File: src/rtl/reload_down_counter.sv
// Reloadable down counter (one-shot / periodic) flagging terminal count; optional DCNT_TC_COUNT_EN adds tc_count.
// Latency: load to first decrement 1 cycle; terminal enabled cycle to tc 1 cycle; all outputs registered.
// No backpressure: en gates decrements; a pending terminal count waits for the next enabled cycle.
module reload_down_counter #(
    parameter int WIDTH = 10
) (
    input  logic             clk,
    input  logic             rst,
    input  logic             en,
    input  logic             load,
    input  logic [WIDTH-1:0] load_val,
    input  logic             periodic,
    input  logic             stop,
`ifdef DCNT_TC_COUNT_EN
    output logic [7:0]       tc_count,
`endif
    output logic [WIDTH-1:0] cnt,
    output logic             tc,
    output logic             busy
);

    typedef enum logic {
        IDLE = 1'b0,
        RUN  = 1'b1
    } state_t;

    state_t           state;
    logic [WIDTH-1:0] reload_reg;
    logic             mode_reg;

    assign busy = (state == RUN);

    always_ff @(posedge clk or negedge rst) begin
        if (!rst) begin
            state      <= IDLE;
            cnt        <= '0;
            reload_reg <= '0;
            mode_reg   <= 1'b0;
            tc         <= 1'b0;
        end else if (load) begin
            cnt        <= load_val;
            reload_reg <= load_val;
            mode_reg   <= periodic;
            tc         <= 1'b0;
            state      <= (load_val != '0) ? RUN : IDLE;
        end else if (state == RUN && stop) begin
            state <= IDLE;
            tc    <= 1'b0;
        end else if (state == RUN && en) begin
            if (cnt > WIDTH'(1)) begin
                cnt <= cnt - WIDTH'(1);
                tc  <= 1'b0;
            end else begin
                // Terminal step: reload_reg is never 0 while in RUN, so periodic stays live.
                tc <= 1'b1;
                if (mode_reg) begin
                    cnt <= reload_reg;
                end else begin
                    cnt   <= '0;
                    state <= IDLE;
                end
            end
        end else begin
            tc <= 1'b0;
        end
    end

`ifdef DCNT_TC_COUNT_EN
    always_ff @(posedge clk or negedge rst) begin
        if (!rst) begin
            tc_count <= '0;
        end else if (load) begin
            tc_count <= '0;
        end else if (tc && tc_count != 8'hFF) begin
            tc_count <= tc_count + 8'd1;
        end
    end
`endif

endmodule

File: config.mk
export PLATFORM = sky130hd
export DESIGN_NAME = reload_down_counter
export DESIGN_NICKNAME = d
export VERILOG_FILES = /design/src/rtl/reload_down_counter.sv
export SDC_FILE = /design/constraint.sdc
export NUM_CORES = 1
export LEC_CHECK = 0
export ABC_AREA = 1
export CORE_MARGIN = 2
export CORE_UTILIZATION = 40
export CTS_CLUSTER_DIAMETER = 80
export CTS_CLUSTER_SIZE = 24
export DETAILED_ROUTE_END_ITERATION = 10
export GPL_TIMING_DRIVEN = 0
export PLACE_DENSITY = 0.65
export SYNTH_ARGS = -nofsm -noshare
export SYNTH_HDL_FRONTEND = slang
export SYNTH_SLANG_ARGS = --single-unit
File: constraint.sdc
create_clock -name clk -period 2.5 [get_ports clk]
set_input_delay 0.5 -clock clk [delete_from_list [all_inputs] [get_ports clk]]
set_output_delay 0.5 -clock clk [all_outputs]
set_load 0.005 [all_outputs]
======== Word level (Yosys, flattened, before mapping) ========
Cells that the tools add are included.
storage, ports and cells
  register bits after elaboration ......... 23
  output and inout port bits .............. 12
operators by class
  add/subtract/negate cells ............... 1
  $lt $le $gt $ge ......................... 1
  equality and inequality tests ........... 3
  multiplexer cells ....................... 15
  reductions and logical operators ........ 7
operators with widths
  kind                   count
  $mux 10                5
  $gt 10x1->1 const B    1
  $mux 1                 10
  $reduce_bool 10->1     1
  $sub 10x1->10 const B  1
  $ne 3x2->1 const B     1
  $ne 3x3->1 const B     1
  $reduce_and 3->1       1
  $reduce_bool 3->1      1
  $logic_and 1x1->1      2
  $ne 2x2->1 const B     1
  $reduce_and 2->1       1
  $reduce_bool 2->1      1

======== Logic depth before layout (Yosys ltp) ========
Gate-level depths: netlist (run 1).
  word-level depth ........................ 5
  mapped depth ............................ 12
  mapped depth without buffers ............ 12

======== Least setup slack after synthesis (run 1) ========
No wires, ideal clock.
  path kind ............................... register to register
  start ................................... reg cnt[0]
  end ..................................... reg cnt[0]
  library setup time ...................... 117 ps
  arrival time ............................ 1364 ps
  data required time ...................... 2383 ps
  path slack .............................. 1019 ps
  cell stages (with the launch flop) ...... 12
  path buffers ............................ 0
  cell sequence ........................... dfrtp_1 > inv_1 > ha_1 > inv_2 > nand2_1 > inv_2 > nor2_4 > nand2_2 > nand2_2 > o21ai_1 > nor2_1 > nor2_1
on the way
  cells in the longest elaborated chain, start to end .. 5
  elaborated cells on any way between the ends .. 6
RTL lines
  what                                          line    text
  from (decl)                                   17      output logic [WIDTH-1:0] cnt,
  from (signal assigned)                        41      cnt <= load_val;
  from (signal assigned)                        51      cnt <= cnt - WIDTH'(1);
  from (signal assigned)                        57      cnt <= reload_reg;
  $sub 10x1->10 or $gt 10x1->1 (tied branches)  51, 50
  $mux 10 *                                     50      if (cnt > WIDTH'(1)) begin
  $mux 10 *                                     49      end else if (state == RUN && en) begin
  $mux 10 *                                     46      end else if (state == RUN && stop) begin
  $mux 10 *                                     40      end else if (load) begin
Every way passes the cells marked *; elsewhere a longest branch is shown, timed or not. The select of a mux whose other input is x is not followed.
A chain may end at the register's enable or synchronous reset.

======== Worst setup path after layout (run 1) ========
  start ................................... reg cnt[5]
  end ..................................... out cnt[5]
No word-level cell between the ends.

==> key figures, run 1 <==
STA
  • Slew Limit Fails: 0
  • Clock skew: 8.97 ps
  • Max Fclk: 532 MHz
  • Slew HR: 31.3%
  • Setup TNS: 0 ps
  • Min Tclk post-route: 1880 ps
  • Final hold viol count: 0
  • RSZ-0062 raised after global routing: no
  • Final setup viols: 0
  • Worst-Margin Slew: 1030 ps
  • Tcrit/Tclk final: 75.2%

Power and ir drop
  • Max IR drop VDD: 0.301 mV
  • Power Total: 0.921 mW
  • Leak pwr: 0.849 nW
  • PD cells: 531 mW/mm2

Logic synthesis
  • Multiplexer share of the synthesized area: 0%
  • Unique masters post-synth: 24
  • Largest family of logic cells by synthesized area: simple AND/OR/NAND/NOR gates
  • Post-Syn Area: 0.00138 mm2
  • Sequential-to-total area share from yosys stat: 41.7%
  • XOR/XNOR Fraction of Synth Area: 1.27%
  • Synth Area in Adders: 1.81%
  • Syn_nets: 215
  • Cell count after synthesis: 197
  • Synth warnings: 0
  • Simple-Gate Fraction of Synth Area: 42.2%
  • FF+latch count, synth: 23
  • Avg Inst Size Synth: 7.01 um2
  • Synth Area in Compound Gates: 6.79%

Layout
  • Ant. Diodes: 0
  • Area grow syn2layout: 25.6%
  • Number of fill cells: 353
  • Share of cells above drive strength 1: 10.5%
  • Final Non-Filler Cells: 274
  • Finished Core Util: 52.0%
  • Fin area: 0.00174 mm2
  • # nets final: 247

Critical path
  • CP max FO: 6
  • Critical path, cell by cell: clkdlybuf4s50_1
  • Worst path top cell family by delay: buffers and inverters
  • CP peak stage delay: 550 ps
  • CP bufs+invs: 1
  • Worst Setup Start Kind: flop
  • Worst EP required: 2000 ps
  • Crit path max-delay cell type: clkdlybuf4s50_1
  • Critical Path AT: 1380 ps
  • Crit. End Element: output pin
  • CP Class: flop to output pin

Placement
  • # port buffers: 27
  • Post-Place Cells: 270
  • Gpl congestion: 0.812
  • Post-placement cell area: 0.00171 mm2
  • Placed wire-length estimate: 2340 um

Clock tree
  • CTS Buf Count: 3
  • Gates resized, CTS repair: 0
  • Longest Clk Path Bufs: 2
  • Number of post-CTS setup repair buffers: 0
  • CTS Hold Bufs: 0
  • Root Buffer Master: clkbuf_4
  • # clock sinks: 23
  • H-tree level count: 1
  • Clock latency at the later pin of the worst-skew pair: 320 ps
  • Reg clk slew, reported paths: 130 ps
  • CTS tree: built

Drt
  • Vias per Instance: 4.65
  • DR WL/cell: 11.2 um
  • Antenna violation net count after detailed routing: 0
  • DRT iter0 DRCs: 87
  • Vias: 1,274
  • Drt pass-1 iters: 4
  • Total Wirelength: 3060 um
  • Remaining DRCs: 0

Floorplan
  • I/O Pins: 28
  • DIE AREA: 0.00394 mm2
  • Die Width: 62.8 um
  • Starting density of the core: 41.4%
  • FP Rows: 21
  • Die Y: 62.8 um
  • Area of the core: 0.00334 mm2

Outcome
  • Outcome: finished clean

GRT
  • Initial antenna violation count: 0
  • Vias in the first global route: 1,191
  • Tot GR Track Use: 17.3%
  • Largest net degree at the start of global routing: 24
  • Global-route wire length before repair: 5400 um
  • GR Overflow Total: 0

Worst hold path
  • Hold/Removal Path Class: flop to flop

Flow run
  • Max-cap violations: 0
[cell usage after synthesis (all sizes together)]
| cell type | number | area, um2 |
|---|---|---|
| nand2 | 71 | 284 |
| xor2 | 1 | 8.76 |
| xnor2 | 1 | 8.76 |
| a21oi | 4 | 20.0 |
| clkbuf | 1 | 3.75 |
| dfrtp | 23 | 576 |
| nor3 | 2 | 10.0 |
| nor2 | 40 | 185 |
| nor4 | 2 | 12.5 |
| ha | 2 | 25.0 |
| o21ai | 14 | 73.8 |
| nand3b | 1 | 7.51 |
| inv | 18 | 67.6 |
| buf | 3 | 15.0 |
| nand4 | 1 | 6.26 |
| nand3 | 13 | 77.6 |
[per-layer routing]
layer | up-vias | part of all wire [%] | global-route usage, %
li1 | 679 | - | -
met1 | 558 | 49 | 24.1
met2 | 33 | 45 | 27.4
met3 | 4 | 4.8 | 3.96
met4 | 0 | 1.0 | 4.17
met5 | - | 0 | 0
[cell families (layout without fill, tap and decap cells)]
family,after synthesis,count (layout)
simple gates,130,130
flops,23,23
buf+inv,22,53
compound gates,18,18
fa+ha+maj,2,2
xor+xnor,2,2
[worst paths after layout]
kind                               start             to  slack [ps]  depth (start not counted)
min in group asynchronous            rst         cnt[9]         720                          1
max in group asynchronous            rst           busy        1150                          1
min reg2reg                reload_reg[5]  reload_reg[5]         480                          2
min                        reload_reg[5]  reload_reg[5]         480                          2
max reg2reg                       cnt[0]         cnt[7]         780                         10
max                               cnt[5]         cnt[5]         620                          1
[area by class of cell]
class	instances	area (um2)	share of cell area (%)
buffer	4	18.8	1.08
clock buffer	4	26.3	1.51
inverter	18	67.6	3.89
multi-input combinational	152	719	41.5
sequential	23	576	33.2
tap	46	57.6	3.32
timing repair buffer	27	270	15.6
[per-stage QoR]
| stage | setup slack (ps) | hold slack [ps] |
|---|---|---|
| 3_5_place_dp | 597 | 454 |
| 4_1_cts | 598 | 484 |
| 3_3_place_gp | 614 | 450 |
| 2_1_floorplan | 1020 | 204 |
| 5_1_grt | 554 | 501 |
| 6_report | 619 | 480 |
[power breakdown]
group | switching [mW] | internal (mW)
logic | 0.145 | 0.133
registers | 0.0491 | 0.414
clock network | 0.117 | 0.0625
total | 0.312 | 0.609
[layout by cell type (no fill, tap or decap), types with 2 or more instances in the layout]
cell type,synthesis,routed
clkbuf_4,0,3
nor2_2,5,5
nand3_1,12,12
nor2_1,32,32
nand2_1,66,66
o21ai_0,5,5
ha_1,2,2
o21ai_1,8,8
nand2_2,4,4
clkdlybuf4s50_1,0,27
clkbuf_1,1,2
a21oi_1,4,4
inv_2,3,3
inv_1,15,15
nor3_1,2,2
nor4_1,2,2
dfrtp_1,23,23
nor2_4,3,3
buf_2,3,3
Note: power is estimated with default switching activity, not from simulation.
==> inputs of run 2 (changes only) <==
PLACE_DENSITY = 0.67   (was 0.65)
clock period = 1.55 ns   (was 2.5 ns; I/O delays follow)
==> run 2 against run 1 <==
Compared with the run above: the run now ends with setup timing left; via count is 8.6% higher; worst hold slack gained 9.7 ps; core utilization is 6.3 points higher; first-iteration DRC count shrank 10%; worst setup slack lost 620 ps; sequential share of layout area decreased by 3.4 points; final cell count increased by 5.8%; count of clock-buffer cells in the layout fell by 1; largest cell class unchanged.
==> key figures, run 2 (synthesized netlist as in run 1, its figures left out) <==
Placement
  • Pre-CTS setup slack: -190 ps (-787 ps)
  • # port buffers: 27 (unchanged)
  • Post-Place Cells: 270 (unchanged)
  • Placed wire-length estimate: 2500 um (+6.7%)
  • Gpl congestion: 0.804 (-0.97%)

Drt
  • Drt pass-1 iters: 4 (unchanged)
  • Total Wirelength: 3570 um (+17%)
  • Vias: 1,383 (+8.6%)
  • DRT iter0 DRCs: 78 (-10%)
  • DR WL/cell: 12.3 um (+10%)
  • Antenna violation net count after detailed routing: 0 (unchanged)
  • Remaining DRCs: 0 (unchanged)
  • Vias per Instance: 4.77 (+2.6%)

GRT
  • Vias in the first global route: 1,349 (+13%)
  • Global-route wire length before repair: 6110 um (+13%)
  • Tot GR Track Use: 19.5% (+2.2 points)
  • GR Overflow Total: 0 (unchanged)
  • Initial antenna violation count: 0 (unchanged)
  • Largest net degree at the start of global routing: 24 (unchanged)

Floorplan
  • Die Width: 62.8 um (unchanged)
  • Die Y: 62.8 um (unchanged)
  • DIE AREA: 0.00394 mm2 (unchanged)
  • Starting density of the core: 41.4% (unchanged)
  • I/O Pins: 28 (unchanged)
  • FP Rows: 21 (unchanged)
  • Area of the core: 0.00334 mm2 (unchanged)

Critical path
  • Crit. End Element: flop
  • CP max FO: 8 (+2)
  • R2r setup slk: -0.2 ps (-780 ps)
  • Critical Path AT: 1800 ps (+420 ps)
  • Worst EP required: 1800 ps (-200 ps)
  • Worst Setup Start Kind: flop
  • CP Class: flop to flop

Layout
  • Multi-input gate area: 787 um2 (+9.4%)
  • Reg area: 579 um2 (+0.65%)
  • Commonest non-fill, non-tap cell in the layout: nand2_1
  • Number of fill cells: 337 (-4.5%)
  • Share of cells above drive strength 1: 24.2% (+14 points)
  • Most frequent cells in the layout: nand2_1, nor2_1, dfrtp_1, clkdlybuf4s50_1, buf_4
  • Area grow syn2layout: 40.9%
  • Final Non-Filler Cells: 290 (+5.8%)
  • # nets final: 263 (+6.5%)
  • Ant. Diodes: 0 (unchanged)

Power and ir drop
  • Max IR drop VDD: 0.335 mV (+11%)
  • Power Total: 1.62 mW (+76%)
  • PD cells: 835 mW/mm2 (+57%)
  • Leak pwr: 1.00 nW (+18%)

STA
  • Max Fclk: 645 MHz
  • Final setup viols: 1 (+1)
  • Min Tclk post-route: 1550 ps
  • Slew HR: 29.3% (-2.0 points)
  • Clock skew: 9.47 ps (+0.499 ps)
  • Final hold viol count: 0 (unchanged)
  • Final worst setup slack: -0.153 ps (-619 ps)
  • Tcrit/Tclk final: 100%
  • Worst-Margin Slew: 1060 ps (+30.1 ps)
  • RSZ-0062 raised after global routing: yes
  • Slew Limit Fails: 0 (unchanged)

Outcome
  • Failing checks: setup timing
  • Outcome: complete, but fails checks

Clock tree
  • H-tree level count: 1 (unchanged)
  • Longest Clk Path Bufs: 2 (unchanged)
  • Root Buffer Master: clkbuf_4
  • CTS Hold Bufs: 0 (unchanged)
  • Reg clk slew, reported paths: 140 ps (about the same)
  • Clock latency at the later pin of the worst-skew pair: 310 ps (about the same)
  • # clock sinks: 23 (unchanged)
  • CTS tree: built
  • CTS Buf Count: 3 (unchanged)

Worst hold path
  • Hold/Removal Path Class: flop to flop

Flow run
  • Max-cap violations: 0 (unchanged)
-- run 2: cell types whose count changed in the layout (fill, tap and decap cells not counted), moves of 5 or more --
cell / change
buf_4: +15
clkdlybuf4s50_1: -10
dlymetal6s2s_1: +7
o21ai_1: -6
o21ai_2: +5
-- run 2: final timing paths --
check,from,to,cells after the start
setup / recovery,cnt[0],cnt[6],10
min in group asynchronous,rst,cnt[7],1
setup reg to reg,cnt[0],cnt[6],10
hold / removal,reload_reg[8],reload_reg[8],2
hold reg to reg,reload_reg[8],reload_reg[8],2
max in group asynchronous,rst,cnt[0],1
-- run 2: repair_timing --
action                     in CTS  in global routing
setup endpoints to repair      21                 18
setup buffers                  12                  4
gates resized for setup        16                 16
pin swaps                       4                  9
-- run 2: stage by stage --
step	instance area (um2)	hold WS (ps)	utilization, %	TNS, ps
floorplan	1380	14.4	-	0
global placement	1710	448	51.2	-3240
detailed placement	1710	455	51.2	-3330
CTS	1860	489	55.7	0
global route	1950	512	58.3	-684
finish	1950	489	58.3	-0.153
-- run 2: area by class of cell --
class | instances | area share [%]
Clock inverter | 1 | 0.257
Tap cell | 46 | 2.96
Buffer | 4 | 0.965
Timing Repair Buffer | 43 | 21.0
Clock buffer | 3 | 1.16
Inverter | 18 | 3.47
Multi-Input combinational cell | 152 | 40.5
Sequential cell | 23 | 29.8
-- run 2: where the power goes --
part           switching [mW]  total (mW)  internal (mW)
clock network           0.188       0.285         0.0964
registers              0.0401       0.710          0.670
logic                   0.330       0.629          0.299
-- run 2: critical path: stages (launching register included) --
cell     delay [ps]
dfrtp_2         460
inv_2            90
ha_4            150
inv_2            40
nand2_2          60
inv_2            50
nor2_4          140
nand3_4         170
o21ai_2         210
nor2_1           60
nor2_1           70
-- run 2: routing by layer --
layer | vias up | wire, um | global-route usage (%)
li1 | 709 | - | -
met1 | 641 | 1670 | 27.0
met2 | 31 | 1730 | 31.9
met3 | 2 | 139 | 2.52
met4 | 0 | 24 | 6.11
met5 | - | 0 | 0
==> inputs of run 3 (changes only) <==
SLEW_MARGIN = 30   (was unset)
TNS_END_PERCENT = 10   (was unset)
==> run 3 against run 2 <==
Compared with the run above: the run still ends with setup timing left; via count down 2.8%; routed wire length down 4.0%; first-iteration DRC count down 47%; cell area down 4.4%; worst hold slack worse by 18 ps; largest power group unchanged; global-route usage down 0.98 points; critical path depth unchanged; core utilization down 2.5 points; clock skew up 1.8 ps.
==> key figures, run 3 (synthesized netlist as in run 1, its figures left out) <==
Floorplan
  • Area of the core: 0.00334 mm2 (unchanged)
  • Die Width: 62.8 um (unchanged)
  • Die Y: 62.8 um (unchanged)
  • I/O Pins: 28 (unchanged)
  • FP Rows: 21 (unchanged)
  • Starting density of the core: 41.4% (unchanged)
  • DIE AREA: 0.00394 mm2 (unchanged)

Critical path
  • CP Capture Point: cnt[6]
  • Worst EP required: 1810 ps (about the same)
  • Crit path max-delay cell type: dfrtp_2
  • Critical path, cell by cell: inv_2 -> ha_4 -> inv_2 -> nand2_2 -> inv_2 -> nor2_4 -> nand3_4 -> o21ai_2 -> nor2_1 -> nor2_1
  • First element of the critical path: cnt[0]
  • Critical Path AT: 1820 ps (+20 ps)
  • CP Class: flop to flop
  • Reg2Reg Depth: 10 (unchanged)
  • Reg2reg start: cnt[0]
  • Crit. End Element: flop
  • CP max FO: 8 (unchanged)
  • Cell mode on critical path: inv_2
  • R2r setup slk: -9 ps (about the same)
  • Worst reg2reg endpoint: cnt[6]
  • CP peak stage delay: 460 ps (about the same)
  • Worst Setup Start Kind: flop

Drt
  • Remaining DRCs: 0 (unchanged)
  • Antenna violation net count after detailed routing: 0 (unchanged)
  • Drt pass-1 iters: 4 (unchanged)
  • Vias per Instance: 4.75 (-0.42%)
  • DR WL/cell: 12.1 um (-1.6%)
  • DRT iter0 DRCs: 41 (-47%)
  • Vias: 1,344 (-2.8%)
  • Total Wirelength: 3430 um (-4.0%)

GRT
  • Global-route wire length before repair: 5800 um (-5.2%)
  • GR Overflow Total: 0 (unchanged)
  • Tot GR Track Use: 18.6% (-0.98 points)
  • Vias in the first global route: 1,249 (-7.4%)
  • Initial antenna violation count: 0 (unchanged)
  • Largest net degree at the start of global routing: 24 (unchanged)

Clock tree
  • CTS tree: built
  • Clock latency at the later pin of the worst-skew pair: 330 ps (+20 ps)
  • # clock sinks: 23 (unchanged)
  • CTS Buf Count: 3 (unchanged)
  • H-tree level count: 1 (unchanged)
  • Reg clk slew, reported paths: 140 ps (about the same)
  • Root Buffer Master: clkbuf_4
  • Longest Clk Path Bufs: 2 (unchanged)

Power and ir drop
  • Leak pwr: 0.920 nW (-8.1%)
  • Max IR drop VDD: 0.534 mV (+59%)
  • PD cells: 839 mW/mm2 (+0.57%)

STA
  • RSZ-0062 raised after global routing: yes
  • Min Tclk post-route: 1560 ps (+9.34 ps)
  • Slew HR: 63.9% (+35 points)
  • Final setup viols: 1 (unchanged)
  • Max Fclk: 641 MHz (-0.60%)
  • Slew Limit Fails: 0 (unchanged)
  • Hold WS: 471 ps (-18.2 ps)
  • Final worst setup slack: -9.50 ps (-9.34 ps)
  • Worst-Margin Slew: 542 ps (-516 ps)
  • Tcrit/Tclk final: 101% (+0.60 points)
  • Final hold viol count: 0 (unchanged)
  • Clock skew: 11.3 ps (+1.79 ps)

Worst hold path
  • Hold/Removal Path Class: primary input to asynchronous set/reset pin

Placement
  • Gpl congestion: 0.804 (unchanged)
  • Placed wire-length estimate: 2490 um (-0.21%)
  • # port buffers: 27 (unchanged)
  • Post-Place Cells: 270 (unchanged)

Layout
  • Area grow syn2layout: 34.7%
  • Most frequent cells in the layout: nand2_1, nor2_1, dfrtp_1, clkdlybuf4s50_1, inv_1
  • Final Non-Filler Cells: 283 (-2.4%)
  • Share of cells above drive strength 1: 21.5% (-2.7 points)
  • Ant. Diodes: 0 (unchanged)
  • # nets final: 256 (-2.7%)
  • Number of fill cells: 347 (+3.0%)
  • Commonest non-fill, non-tap cell in the layout: nand2_1
  • Finished Core Util: 55.8% (-2.5 points)

Outcome
  • Failing checks: setup timing
  • Outcome: complete, but fails checks

Flow run
  • Max-cap violations: 0 (unchanged)
## run 3: changes by cell type in the layout (fill, tap and decap cells not counted)
| cell | before | now |
|---|---|---|
| buf_2 | 3 | 4 |
| buf_4 | 15 | 7 |
| clkdlybuf4s50_1 | 17 | 15 |
| dfrtp_1 | 20 | 19 |
| dfrtp_2 | 3 | 4 |
| dlygate4sd2_1 | 3 | 10 |
| dlygate4sd3_1 | 0 | 1 |
| dlymetal6s2s_1 | 7 | 1 |
| o21ai_1 | 2 | 4 |
| o21ai_2 | 6 | 4 |
## run 3: worst max-delay path: cells and delay by family (launching register included)
kind / cells / cell delay [ps]
DFF: 1 / 460
and+or+nand+nor: 5 / 500
AOI/OAI and AO/OA: 1 / 210
buffers and inverters: 3 / 180
adders and majority gates: 1 / 150
## run 3: final cells by class
cell class | count | area (um2) | area share, %
clock inverter | 1 | 5.00 | 0.269
inverter | 18 | 67.6 | 3.63
multi-input combinational | 152 | 779 | 41.9
buffer | 4 | 18.8 | 1.01
timing repair buffer | 36 | 329 | 17.7
sequential | 23 | 581 | 31.2
clock buffer | 3 | 22.5 | 1.21
tap | 46 | 57.6 | 3.09
## run 3: through the flow
step,area [um2],power [mW],worst slack [ps],TNS [ps]
6_report,1860,1.56,-9.50,-9.50
3_5_place_dp,1700,1.22,-187,-1240
3_3_place_gp,1710,1.21,-183,-3240
5_1_grt,1860,1.68,-123,-882
4_1_cts,1800,1.54,11.0,0
2_1_floorplan,1380,1.01,68.6,0
## run 3: what timing repair did
action | 4_1_cts | 5_1_grt
pin swaps | 4 | 8
hold buffers | 1 | 0
gates resized for setup | 24 | 8
setup buffers | 4 | 4
endpoints found under the hold margin | 23 | 0
setup endpoints to repair | 22 | 12
## run 3: layer usage
layer | global-route usage, % | share of wire [%] | up-vias
met1 | 26.3 | 49 | 615
met2 | 30.1 | 47 | 28
met3 | 2.16 | 3.2 | 5
met4 | 5.00 | 1.1 | 0
li1 | - | - | 696
met5 | 0 | 0 | -
## run 3: worst min-delay path by stage
stage | cells past startpoint | endpoint | from
3_3_place_gp | 2 | reload_reg[2] | reload_reg[2]
2_1_floorplan | 0 | busy | rst
4_1_cts | 2 | cnt[7] | rst
6_report | 2 | cnt[7] | rst
5_1_grt | 2 | cnt[7] | rst
3_5_place_dp | 1 | cnt[9] | rst
## run 3: where the power goes
part	internal [mW]	switching, mW
logic	0.243	0.282
clock network	0.0969	0.196
registers	0.671	0.0718
total	1.01	0.550
